==> config.mk <==
export PLATFORM = sky130hd
export DESIGN_NAME = data_mem_arbiter
export DESIGN_NICKNAME = d
export VERILOG_FILES = /design/src/rtl/data_mem_arb_pkg.sv /design/src/rtl/data_mem_arbiter_rr_arb2.sv /design/src/rtl/data_mem_arbiter.sv
export SDC_FILE = /design/constraint.sdc
export NUM_CORES = 1
export LEC_CHECK = 0
export ABC_AREA = 1
export BUFFER_PORTS_ARGS = -buffer_cell sky130_fd_sc_hd__clkbuf_2
export CAP_MARGIN = 20
export CORE_AREA = 2 2 122 124
export DETAILED_ROUTE_END_ITERATION = 7
export DIE_AREA = 0 0 124 126
export HOLD_SLACK_MARGIN = 0.12
export PLACE_DENSITY_LB_ADDON = 0.05
export SLEW_MARGIN = 5
export SYNTH_ARGS = -nofsm -noshare
export SYNTH_HDL_FRONTEND = slang
export SYNTH_SLANG_ARGS = --single-unit
==> constraint.sdc <==
create_clock -name clk -period 2.6 [get_ports clk]
set_clock_uncertainty 0.15 [all_clocks]
set_input_delay 0.52 -clock clk [delete_from_list [all_inputs] [get_ports clk]]
set_output_delay 0.52 -clock clk [all_outputs]
set_load 0.005 [all_outputs]
==> src/rtl/data_mem_arb_pkg.sv <==
// Shared encodings for the data memory arbiter: access sizes, memi bit
// positions and the ownership state type.
package data_mem_arb_pkg;

    localparam logic [1:0] SZ_BYTE = 2'd0;
    localparam logic [1:0] SZ_HALF = 2'd1;
    localparam logic [1:0] SZ_WORD = 2'd2;
    localparam logic [1:0] SZ_BAD  = 2'd3;

    localparam int MEMI_UNS   = 4;
    localparam int MEMI_SZ_HI = 3;
    localparam int MEMI_SZ_LO = 2;
    localparam int MEMI_ST    = 1;
    localparam int MEMI_LD    = 0;

    typedef enum logic [1:0] {
        IDLE = 2'd0,
        OWN0 = 2'd1,
        OWN1 = 2'd2
    } arb_state_t;

endpackage

==> src/rtl/data_mem_arbiter_rr_arb2.sv <==
// Two-way round-robin pick: on a tie the port that did not win last time
// is granted.
module rr_arb2 (
    input  logic [1:0] req,
    input  logic       last,
    output logic [1:0] gnt
);

    assign gnt[0] = req[0] & (~req[1] | last);
    assign gnt[1] = req[1] & (~req[0] | ~last);

endmodule

==> src/rtl/data_mem_arbiter.sv <==
// Shares the single-port data memory between the CPU (port 0) and DMA
// (port 1) with round-robin arbitration and a bounded burst lock.
module data_mem_arbiter
    import data_mem_arb_pkg::*;
#(
    parameter int LOCK_MAX = 16,
    parameter int CNT_W    = 5
) (
    input  logic        clk,
    input  logic        rst,

    input  logic        req0_valid,
    output logic        req0_ready,
    input  logic        req0_we,
    input  logic [1:0]  req0_size,
    input  logic        req0_uns,
    input  logic        req0_lock,
    input  logic [31:0] req0_addr,
    input  logic [31:0] req0_wdata,
    output logic        rsp0_valid,
    output logic [31:0] rsp0_rdata,
    output logic        rsp0_err,

    input  logic        req1_valid,
    output logic        req1_ready,
    input  logic        req1_we,
    input  logic [1:0]  req1_size,
    input  logic        req1_uns,
    input  logic        req1_lock,
    input  logic [31:0] req1_addr,
    input  logic [31:0] req1_wdata,
    output logic        rsp1_valid,
    output logic [31:0] rsp1_rdata,
    output logic        rsp1_err,

    output logic [4:0]  mem_memi,
    output logic [31:0] mem_addr,
    output logic [31:0] mem_wdata,
    output logic        mem_wren,
    input  logic [31:0] mem_rdata
);

    arb_state_t       state, state_nxt;
    logic             last_grant, last_nxt;
    logic [CNT_W-1:0] lock_cnt, cnt_nxt, cnt_inc;
    logic [1:0]       arb_gnt, gnt;
    logic             beat, sel, legal;
    logic             b_we, b_uns, b_lock;
    logic [1:0]       b_size;
    logic [31:0]      b_addr, b_wdata;
    logic [1:0]       rsp_v, rsp_e;
    logic [31:0]      rsp_d0, rsp_d1;

    rr_arb2 u_rr_arb2 (
        .req  ({req1_valid, req0_valid}),
        .last (last_grant),
        .gnt  (arb_gnt)
    );

    // Grant is forced off while reset is asserted so nothing reaches memory.
    always_comb begin
        gnt = 2'b00;
        case (state)
            IDLE:    gnt = arb_gnt;
            OWN0:    gnt = {1'b0, req0_valid};
            OWN1:    gnt = {req1_valid, 1'b0};
            default: gnt = 2'b00;
        endcase
        if (rst)
            gnt = 2'b00;
    end

    assign beat       = |gnt;
    assign sel        = gnt[1];
    assign req0_ready = gnt[0];
    assign req1_ready = gnt[1];

    assign b_we    = sel ? req1_we    : req0_we;
    assign b_uns   = sel ? req1_uns   : req0_uns;
    assign b_lock  = sel ? req1_lock  : req0_lock;
    assign b_size  = sel ? req1_size  : req0_size;
    assign b_addr  = sel ? req1_addr  : req0_addr;
    assign b_wdata = sel ? req1_wdata : req0_wdata;
    assign legal   = (b_size != SZ_BAD);

    always_comb begin
        mem_memi  = '0;
        mem_addr  = '0;
        mem_wdata = '0;
        mem_wren  = 1'b0;
        if (beat) begin
            mem_memi[MEMI_UNS]              = b_uns;
            mem_memi[MEMI_SZ_HI:MEMI_SZ_LO] = b_size;
            mem_memi[MEMI_ST]               = b_we & legal;
            mem_memi[MEMI_LD]               = ~b_we & legal;
            mem_addr                        = b_addr;
            mem_wdata                       = b_wdata;
            mem_wren                        = b_we & legal;
        end
    end

    // Lock length counts accepted beats only; an idle owner never times out.
    always_comb begin
        state_nxt = state;
        cnt_nxt   = lock_cnt;
        last_nxt  = last_grant;
        cnt_inc   = (state == IDLE) ? CNT_W'(1) : lock_cnt + CNT_W'(1);
        if (beat) begin
            last_nxt = sel;
            if (!b_lock || cnt_inc == CNT_W'(LOCK_MAX)) begin
                state_nxt = IDLE;
                cnt_nxt   = '0;
            end else begin
                state_nxt = sel ? OWN1 : OWN0;
                cnt_nxt   = cnt_inc;
            end
        end
    end

    always_ff @(posedge clk or posedge rst) begin
        if (rst) begin
            state      <= IDLE;
            lock_cnt   <= '0;
            last_grant <= 1'b1;
        end else begin
            state      <= state_nxt;
            lock_cnt   <= cnt_nxt;
            last_grant <= last_nxt;
        end
    end

    always_ff @(posedge clk or posedge rst) begin
        if (rst) begin
            rsp_v  <= 2'b00;
            rsp_e  <= 2'b00;
            rsp_d0 <= '0;
            rsp_d1 <= '0;
        end else begin
            rsp_v <= 2'b00;
            rsp_e <= 2'b00;
            if (beat && (!b_we || !legal)) begin
                rsp_v[sel] <= 1'b1;
                rsp_e[sel] <= ~legal;
                if (sel)
                    rsp_d1 <= legal ? mem_rdata : 32'd0;
                else
                    rsp_d0 <= legal ? mem_rdata : 32'd0;
            end
        end
    end

    assign rsp0_valid = rsp_v[0];
    assign rsp1_valid = rsp_v[1];
    assign rsp0_err   = rsp_e[0];
    assign rsp1_err   = rsp_e[1];
    assign rsp0_rdata = rsp_d0;
    assign rsp1_rdata = rsp_d1;

endmodule

==> results by group, run 1 <==
Outcome
  – Outcome: finished, final reports clean

Place
  – DP Worst Slack: 0.117 ns
  – IO Port Bufs: 313
  – HPWL after detailed placement: 13100 µm
  – GPL Wtd Cong: 0.920

Critical path
  – Crit path kind: reg -> out
  – Worst EP required: 1.93 ns
  – Worst reg2reg startpoint: state[0]$_DFFE_PP0P_
  – Crit. End Element: output pin
  – Worst Path Max Fanout: 6
  – Crit path arrival time: 1.85 ns
  – RR Endpoint: rsp0_rdata[11]$_DFFE_PP0P_
  – R2R Setup Slk: 0.37 ns
  – Worst Reg-to-Reg Cells: 11
  – CP Launch Type: flop
  – CP peak stage delay: 0.39 ns
  – Top cell by count, worst path: nand2_2
  – CP Cell Sequence: inv_2 > nand2_2 > nor2_4 > nand2_4 > buf_6 > nand2_2 > nand2_1 > nand2_2 > nand2_4 > nor2_4 > clkbuf_2
  – Critical-path top delay cell: dfrtp_1

Routing
  – Number of routed nets with antenna violations: 0
  – Via density: 4.82
  – Drt first pass iters: 5
  – Drt first-iter violations: 351
  – Total routed wirelength: 17900 µm
  – DRC viols: 0
  – WL/cell: 16.4 µm
  – DR vias: 5250

Timing
  – Worst Tran Pin Value: 0.680 ns
  – Final setup fails: 0
  – Period Utilization, post-route: 0.968
  – Final min period: 2.52 ns
  – Fin. max-slew vios: 0
  – Final Hold Fails: 0
  – Fmax: 397 MHz
  – Unrepaired setup endpoints after global routing: true
  – Fin Hold WS: 0.172 ns
  – Setup tns final: 0 ns
  – Worst Setup Slack, final: 0.0822 ns
  – Slew headroom: 0.547

Logic synthesis
  – Leading area contributor after synthesis: dfrtp_1
  – Synthesis-stage register bit count: 76
  – Yosys top cell area share: 0.432
  – Post-synthesis net count: 781
  – Mapped Cells: 606
  – Sequential fraction of the synthesis area: 0.438
  – Synthesized area per cell: 7.17 µm²
  – Yosys warning total: 0
  – Synth top area cells: dfrtp_1 (43%), nand2_1 (25%), nand4_1 (9.2%)
  – Yosys cell types: 23
  – Post-Syn Area: 4340 µm²

Power
  – Maximum VDD drop: 0.000267 V
  – PwrDens: 870 nW/µm²
  – Leak: 3.81 nW

CTS
  – H-tree levels: 3
  – CTS tree: yes
  – CTS Buf Count: 9
  – Clock Pin Slew Worst Setup and Hold Paths: 0.06 ns
  – Clk_lat worst skew: 0.33 ns
  – Clk buf depth: 2
  – CTS root buffer: clkbuf_16
  – # hold bufs at CTS: 0
  – Clk sinks: 76

Job
  – Max_cap viols: 0

Global route
  – Total gr overflow: 0
  – Gr usage total: 0.221
  – First-pass GRT wire length: 26800 µm
  – Largest net degree at the start of global routing: 67
  – Initial antenna violation count: 0
  – Number of global-route vias before repair: 4904

Layout
  – Area Growth Syn to Fin: 48.9%
  – Antenna diodes: 0
  – Fraction of layout cells with a size suffix above 1: 0.415
  – Fin nets: 1077

Floorplanning
  – DIE AREA: 15600 µm²
  – Initial Utilization: 0.303
  – DIE HEIGHT: 126 µm
  – Chip width: 124 µm
  – Rows: 44
  – Core region area: 14300 µm²
  – # IOs: 314

Hold path
  – Hold WC Path Type: in -> async
routing by layer:
layer	vias to the layer above	GRT usage	part of all wire
met2	230	0.367	0.49
met5	-	0	0
met3	28	0.0439	0.070
met4	0	0.0793	0.027
li1	2573	-	-
met1	2419	0.282	0.42
flip-flops by register name (all words and copies together) (netlist names):
register and flops:
last_grant 1, rsp0_rdata 32, lock_cnt 5, rsp_v 2, rsp1_rdata 32, rsp_e 2
state 2
worst max path at each step:
stage / start / to / slack (ns) / cells after the start
6_report: state[0]$_DFFE_PP0P_ / mem_memi[1] / 0.08 / 11
5_1_grt: state[0]$_DFFE_PP0P_ / mem_memi[1] / -0.05 / 11
4_1_cts: last_grant$_DFFE_PP1P_ / mem_memi[3] / 0.01 / 7
3_5_place_dp: rst / mem_memi[1] / 0.12 / 9
3_3_place_gp: rst / mem_memi[1] / 0.12 / 9
2_1_floorplan: req1_valid / mem_memi[1] / 0.45 / 9
power breakdown:
group | switching [mW] | leakage (nW) | internal, mW
clock | 0.480 | 0.144 | 0.758
sequential | 0.277 | 0.991 | 1.67
combinational | 1.41 | 2.68 | 1.03
total | 2.16 | 3.81 | 3.46
cells in the final DEF (no fill, tap or decap), drive strengths merged:
cell type	instances
a21oi	67
buf	21
bufinv	1
clkbuf	324
clkinv	5
clkinvlp	2
dfrtp	75
dfstp	1
ha	1
inv	11
nand2	300
nand3	14
nand4	64
nor2	14
nor3	1
o21ai	2
or2	1
xnor2	2
cells in the mapped netlist:
library cell,number
o21ai_1,1
or2_2,1
clkbuf_1,11
nand4_1,64
dfrtp_1,75
o21ai_4,1
nand2_2,4
xnor2_1,2
nand3_1,14
inv_2,4
nor2_4,1
buf_4,9
nand2_4,2
buf_2,21
nand2_1,294
nor2_1,13
buf_1,1
a21oi_1,67
inv_1,10
buf_6,8
nor3_1,1
ha_1,1
dfstp_2,1
worst max-delay path: cells and delay by family (launching register included):
| kind | cells | cell delay (ns) |
|---|---|---|
| buf+inv | 3 | 0.34 |
| simple gates | 8 | 0.79 |
| flops | 1 | 0.39 |
logic make-up (layout without fill, tap and decap cells):
family	after synthesis	count (layout)	share of synthesized area
AO/OA/AOI/OAI	69	69	0.0821
XOR/XNOR	2	2	0.00403
adder cells (fa/ha/maj)	1	1	0.00288
buffers and inverters	64	364	0.0830
flip-flops	76	76	0.438
AND/OR/NAND/NOR	394	394	0.390
layout make-up:
cell class	count	area [µm²]
inverter	14	62.6
timing repair buffer	335	1850
clock inverter	5	52.6
sequential	76	1900
tap	184	230
clock buffer	10	239
multi-input combinational	466	2130
fill	1542	7850
metrics by stage:
stage          cell area, µm²   util  instances  power (mW)
2_1_floorplan            4350      -        606        3.15
3_3_place_gp             6020  0.421       1069        4.26
3_5_place_dp             6020  0.421       1069        4.29
4_1_cts                  6360  0.445       1086        5.60
5_1_grt                  6460  0.452       1090        6.09
6_report                 6460  0.452       1090        5.62
repair_timing:
action                     4_1_cts  5_1_grt
buffers inserted                 1        3
setup endpoints to repair       69       70
pin swaps                        1        2
cloned                           1        1
gates resized for setup          6       17
No activity file was read; power rests on OpenSTA's default activity.
==> run 2, diff against run 1 <==
- CORE_AREA: 2 2 122 124 -> 2 2 121 123
- CTS_CLUSTER_DIAMETER: not set -> 40
- DIE_AREA: 0 0 124 126 -> 0 0 123 125
- clock period: 2.6 -> 2.7 ns (I/O delays scaled with it)
==> run 2 against run 1 <==
Net effect: final area fell by 1.3%; sequential power fell by 3%; largest cell class unchanged; combinational power fell by 7%; critical path depth fell by 3; non-clock buffer count fell by 5; die area fell by 1.6%; worst setup slack improved by 0.046 ns.
==> results by group, run 2 (synthesis gave the netlist of run 1 again) <==
Place
  – HPWL after detailed placement: 13400 µm (+1.6%)
  – Dpl cell area: 6040 µm² (+0.29%)
  – IO Port Bufs: 313 (unchanged)
  – DP Worst Slack: 0.132 ns (+0.0151 ns)
  – GPL Wtd Cong: 0.886 (-3.7%)

Layout
  – Area of the multi-input gates: 2120 µm² (-0.59%)
  – Area Growth Syn to Fin: 47.0%
  – Most common cell after layout, fill and taps aside: clkbuf_2
  – FF+latch area: 1900 µm² (unchanged)
  – Fraction of layout cells with a size suffix above 1: 0.406 (-0.00925)
  – Commonest non-fill, non-tap cells in the layout: clkbuf_2 (313), nand2_1 (294), dfrtp_1 (75), nand4_1 (64), a21oi_1 (62)
  – Antenna diodes: 0 (unchanged)
  – Cell area after layout: 6380 µm² (-1.3%)
  – Fill count: 1507 (-2.3%)
  – Final design utilization: 0.449 (-0.00231)
  – Fin nets: 1072 (-0.46%)

Critical path
  – Crit path to: mem_memi[1]
  – Top cell by count, worst path: nand2_1
  – CP Cell Sequence: nand3_2 > nand2_4 > buf_4 > nand2_1 > nand2_1 > nand2_2 > nor2_2 > clkbuf_2
  – Worst reg2reg startpoint: state[0]$_DFFE_PP0P_
  – CP peak stage delay: 0.55 ns (+0.16 ns)
  – CP Launch Type: flop
  – Launch point of the critical path: last_grant$_DFFE_PP1P_
  – Worst Path Max Fanout: 7 (+1)
  – Buf/Inv on CP: 2 (-1)
  – Critical-path top delay cell: dfstp_2
  – RR Endpoint: rsp1_rdata[8]$_DFFE_PP0P_
  – WP depth: 8 (-3)
  – Crit. End Element: output pin
  – Worst EP required: 2.01 ns (+0.08 ns)
  – R2R Setup Slk: 0.63 ns (+0.26 ns)
  – Crit path kind: reg -> out
  – Crit path arrival time: 1.88 ns (+0.03 ns)
  – Worst Reg-to-Reg Cells: 9 (-2)
  – CP top delay family: simple AND/OR/NAND/NOR gates

Timing
  – Fmax: 389 MHz
  – Slew headroom: 0.707 (+0.160)
  – Fin. max-slew vios: 0 (unchanged)
  – Final setup fails: 0 (unchanged)
  – Final min period: 2.57 ns
  – Period Utilization, post-route: 0.953
  – Final Hold Fails: 0 (unchanged)
  – Worst Setup Slack, final: 0.128 ns (+0.0456 ns)
  – Setup tns final: 0 ns (unchanged)
  – Worst Tran Pin Value: 0.440 ns (-0.240 ns)

CTS
  – Clock Pin Slew Worst Setup and Hold Paths: 0.06 ns (about the same)
  – H-tree levels: 3 (unchanged)
  – Clk buf depth: 2 (unchanged)
  – CTS tree: yes
  – Post-CTS setup buffers: 0 (-1)
  – Clk sinks: 76 (unchanged)
  – Clk_lat worst skew: 0.33 ns (about the same)
  – # hold bufs at CTS: 0 (unchanged)
  – CTS Buf Count: 9 (unchanged)
  – CTS root buffer: clkbuf_16

Routing
  – Number of routed nets with antenna violations: 0 (unchanged)
  – Drt first pass iters: 4 (-1)
  – WL/cell: 16.5 µm (+0.73%)
  – DRC viols: 0 (unchanged)
  – Total routed wirelength: 18000 µm (+0.36%)
  – DR vias: 5224 (-0.50%)
  – Drt first-iter violations: 394 (+12%)
  – Via density: 4.81 (-0.13%)

Floorplanning
  – # IOs: 314 (unchanged)
  – DIE AREA: 15400 µm² (-1.6%)
  – Chip width: 123 µm (-0.81%)
  – Core region area: 14200 µm² (-0.77%)
  – DIE HEIGHT: 125 µm (-0.79%)
  – Rows: 44 (unchanged)
  – Initial Utilization: 0.306 (+0.00235)

Power
  – Leak: 3.77 nW (-0.94%)
  – Maximum VDD drop: 0.000312 V (+17%)
  – PwrDens: 837 nW/µm² (-3.8%)

Global route
  – Number of global-route vias before repair: 5059 (+3.2%)
  – Initial antenna violation count: 0 (unchanged)
  – Largest net degree at the start of global routing: 77 (+15%)
  – First-pass GRT wire length: 27400 µm (+2.1%)
  – Gr usage total: 0.229 (+0.00871)
  – Total gr overflow: 0 (unchanged)

Hold path
  – Hold WC Path Type: in -> async

Outcome
  – Outcome: finished, final reports clean

Job
  – Max_cap viols: 0 (unchanged)
[run 2: cell count changes in the layout (fill, tap and decap cells not counted), sizes merged]
cell      before  now
clkbuf       324  325
clkinvlp       2    0
buf           21   17
inv           11   13
clkinv         5    4
[run 2: how the worst min path moves through the flow]
stage / from / endpoint / slack (ns) / cells after the start
final: rst / rsp_e[1]$_DFF_PP0_ / 0.17 / 3
after global routing: rst / rsp1_rdata[4]$_DFFE_PP0P_ / 0.22 / 3
after CTS: rst / rsp_e[1]$_DFF_PP0_ / 0.19 / 3
after detailed placement: rsp0_rdata[17]$_DFFE_PP0P_ / rsp0_rdata[17]$_DFFE_PP0P_ / 0.31 / 2
after global placement: rsp1_rdata[17]$_DFFE_PP0P_ / rsp1_rdata[17]$_DFFE_PP0P_ / 0.30 / 2
after floorplan: last_grant$_DFFE_PP1P_ / last_grant$_DFFE_PP1P_ / 0.30 / 2
[run 2: worst min-delay path, stage by stage]
cell,delay (ns)
clkbuf_2,0.12
clkinv_2,0.07
buf_12,0.33
[run 2: routing by layer]
layer | global-route usage | part of all wire | vias up
li1 | - | - | 2568
met3 | 0.0630 | 0.074 | 16
met5 | 0 | 0 | -
met2 | 0.383 | 0.49 | 201
met4 | 0.0541 | 0.016 | 0
met1 | 0.294 | 0.42 | 2439
[run 2: timing repair]
action                                  CTS  global route
endpoints found under the setup margin    5            68
resized for setup                         4             9
pin swaps                                 0             1
[run 2: power by group]
group          switching, mW  internal, mW
combinational           1.33         0.943
clock                  0.443         0.740
sequential             0.279          1.61
[run 2: metrics by stage]
stage	hold slack, ns	power (mW)	std cells
after floorplan	0.302	3.03	606
after global placement	0.303	4.14	1070
after detailed placement	0.310	4.17	1070
after CTS	0.194	5.39	1086
after global routing	0.220	5.79	1086
final	0.167	5.34	1086
[run 2: area by class of cell]
class,count,area share
Tap cell,184,0.0361
Timing Repair Buffer,330,0.278
Sequential cell,76,0.298
Inverter,14,0.00921
Clock inverter,4,0.00765
Multi-Input combinational cell,466,0.332
Clock buffer,12,0.0386
==> run 3, diff against run 2 <==
- CELL_PAD_IN_SITES_DETAIL_PLACEMENT: not set -> 1
- CELL_PAD_IN_SITES_GLOBAL_PLACEMENT: not set -> 1
- CORE_AREA: 2 2 121 123 -> not set
- CORE_MARGIN: not set -> 2
- CORE_UTILIZATION: not set -> 27
- DIE_AREA: 0 0 123 125 -> not set
==> run 3 against run 2 <==
Net effect: combinational power rose by 6%; sequential cell count did not move; sequential power barely moved; critical path depth rose by 2; fmax fell by 1.8%; worst hold slack improved by 0.14 ns; register-to-register slack got worse by 0.39 ns; total power rose by 6.7%; non-clock buffer count rose by 9; clock-buffer cell count did not move; worst setup slack got worse by 0.048 ns; critical path type unchanged; largest power group unchanged; highest routed layer unchanged.
==> results by group, run 3 (synthesis gave the netlist of run 1 again) <==
Floorplanning
  – Initial Utilization: 0.274 (-0.0314)
  – Chip width: 131 µm (+6.4%)
  – Core region area: 15800 µm² (+11%)
  – DIE AREA: 17100 µm² (+11%)
  – Rows: 46 (+4.5%)
  – # IOs: 314 (unchanged)
  – DIE HEIGHT: 131 µm (+4.7%)

Routing
  – Via density: 4.78 (-0.57%)
  – Total routed wirelength: 19700 µm (+9.9%)
  – DR vias: 5414 (+3.6%)
  – Drt first-iter violations: 123 (-69%)
  – WL/cell: 17.4 µm (+5.4%)
  – DRC viols: 0 (unchanged)
  – Number of routed nets with antenna violations: 0 (unchanged)
  – Drt first pass iters: 4 (unchanged)

Hold path
  – Hold_sp: req1_lock
  – WHS Endpoint: state[1]$_DFFE_PP0P_
  – Worst hold path depth: 3
  – Hold WC Path Type: in -> reg

CTS
  – CTS root buffer: clkbuf_16
  – Clk sinks: 76 (unchanged)
  – CTS tree: yes
  – Clock Pin Slew Worst Setup and Hold Paths: 0.06 ns (about the same)
  – Clk_lat worst skew: 0.33 ns (about the same)
  – CTS Buf Count: 9 (unchanged)
  – Clk buf depth: 2 (unchanged)
  – H-tree levels: 3 (unchanged)

Timing
  – Setup tns final: 0 ns (unchanged)
  – Final min period: 2.62 ns (+0.0480 ns)
  – Slew headroom: 0.420 (-0.287)
  – Final Hold Fails: 0 (unchanged)
  – Worst Tran Pin Value: 0.866 ns (+0.427 ns)
  – Fin. max-slew vios: 0 (unchanged)
  – Fmax: 382 MHz (-1.8%)
  – Period Utilization, post-route: 0.970 (+0.0178)
  – Final setup fails: 0 (unchanged)

Outcome
  – Outcome: finished, final reports clean

Critical path
  – Worst reg2reg startpoint: state[0]$_DFFE_PP0P_
  – Worst Reg-to-Reg Cells: 9 (unchanged)
  – Worst Path Max Fanout: 4 (-3)
  – RR Endpoint: rsp0_rdata[31]$_DFFE_PP0P_
  – CP Launch Type: flop
  – CP peak stage delay: 0.39 ns (-0.16 ns)
  – CP top delay family: simple AND/OR/NAND/NOR gates
  – CP Cell Sequence: inv_2 > nand2_2 > nor2_4 > nand2_4 > nand2_1 > nand2_1 > nand2_2 > nand2_2 > nor2_4 > clkbuf_2
  – Worst EP required: 2.01 ns (about the same)
  – R2R Setup Slk: 0.24 ns (-0.39 ns)
  – Buf/Inv on CP: 2 (unchanged)
  – Top cell by count, worst path: nand2_2
  – Crit. End Element: output pin
  – Crit path kind: reg -> out
  – Crit path arrival time: 1.93 ns (+0.05 ns)
  – Critical-path top delay cell: dfrtp_1

Layout
  – Commonest non-fill, non-tap cells in the layout: clkbuf_2 (313), nand2_1 (293), dfrtp_1 (75), a21oi_1 (66), nand4_1 (64)
  – Most common cell after layout, fill and taps aside: clkbuf_2
  – Fraction of layout cells with a size suffix above 1: 0.409 (+0.00323)
  – Fin cells: 1132 (+4.2%)
  – Fin nets: 1082 (+0.93%)
  – Area Growth Syn to Fin: 52.7%

Global route
  – Total gr overflow: 0 (unchanged)
  – Largest net degree at the start of global routing: 55 (-29%)
  – First-pass GRT wire length: 29200 µm (+6.6%)
  – Gr usage total: 0.221 (-0.00875)
  – Initial antenna violation count: 4 (+4)
  – Number of global-route vias before repair: 5493 (+8.6%)

Place
  – IO Port Bufs: 313 (unchanged)
  – GPL Wtd Cong: 0.894 (+0.88%)
  – HPWL after detailed placement: 14700 µm (+10%)
  – Post-Place Cells: 1104 (+3.2%)

Job
  – Max_cap viols: 0 (unchanged)

Power
  – Logic pwr share: 0.423 (-0.002)
  – Maximum VDD drop: 0.000349 V (+12%)
  – Leak: 3.88 nW (+2.7%)
  – Power Internal: 3.57 mW (+8.5%)
  – Switching Power: 2.13 mW (+3.8%)
  – Net Sw Frac: 0.374 (-0.0104)
  – PwrDens: 859 nW/µm² (+2.6%)
  – Sequential Power Share: 0.331 (-0.022)
  – Clk pwr share: 0.246 (+0.025)
-- run 3: cell count changes in the layout (fill, tap and decap cells not counted), moves of 2 or more --
cell       previous run  this run
buf_4                 9        15
clkbuf_16             9        11
a21oi_1              62        66
bufinv_16             1         3
a21oi_2               4         1
diode_2               0         4
-- run 3: timing repair --
| action | 4_1_cts | 5_1_grt |
|---|---|---|
| cloned | 0 | 3 |
| hold endpoints to repair | 11 | 0 |
| gates resized for setup | 2 | 13 |
| pin swaps | 0 | 4 |
| setup endpoints to repair | 56 | 70 |
| setup buffers | 0 | 4 |
| hold buffers | 1 | 0 |
-- run 3: cell type report --
class / count / area (µm²)
clock inverters: 4 / 95.1
inverters: 14 / 68.8
well taps: 216 / 270
flip-flops and latches: 76 / 1900
multi-input cells: 467 / 2130
clock buffers: 12 / 256
diodes: 4 / 10.0
repair buffers: 339 / 1900
fillers: 2093 / 9200
-- run 3: how the worst max path moves through the flow --
stage	slack, ns	from	end	cells past startpoint
floorplan	0.07	rst	lock_cnt[0]$_DFFE_PP0P_	1
global placement	0.08	req1_valid	mem_addr[13]	9
detailed placement	0.05	rst	mem_addr[13]	8
CTS	-0.0004	last_grant$_DFFE_PP1P_	mem_wren	8
global route	-0.05	state[0]$_DFFE_PP0P_	mem_memi[1]	10
finish	0.08	state[0]$_DFFE_PP0P_	mem_wren	10
-- run 3: per-stage QoR --
step                utilization  instance area (µm²)  hold slack (ns)  setup slack (ns)  power, mW
floorplan                     -                 4340            0.302            0.0733       3.03
global placement          0.385                 6090            0.304            0.0835       4.15
detailed placement        0.385                 6090            0.309            0.0489       4.21
CTS                       0.408                 6460            0.295         -0.000424       5.65
global route              0.419                 6630            0.317           -0.0511       6.17
finish                    0.419                 6630            0.307            0.0798       5.70
-- run 3: layer usage --
| metal | share of wire | GRT usage | vias to the layer above |
|---|---|---|---|
| met1 | 0.37 | 0.246 | 2604 |
| met5 | 0 | 0 | - |
| li1 | - | - | 2591 |
| met3 | 0.076 | 0.0656 | 26 |
| met2 | 0.52 | 0.393 | 193 |
| met4 | 0.026 | 0.0907 | 0 |
-- run 3: power groups by stage --
| stage | registers [mW] | clock network [mW] | logic (mW) |
|---|---|---|---|
| after floorplan | 1.90 | 0 | 1.13 |
| after global placement | 1.89 | 0 | 2.26 |
| after detailed placement | 1.90 | 0 | 2.31 |
| after CTS | 1.89 | 1.44 | 2.32 |
| after global routing | 1.95 | 1.49 | 2.74 |
| final | 1.89 | 1.40 | 2.41 |
-- run 3: worst min-delay path, delay by kind of cell --
kind | cells | cell delay (ns)
buffers and inverters | 1 | 0.09
AND/OR/NAND/NOR | 2 | 0.12
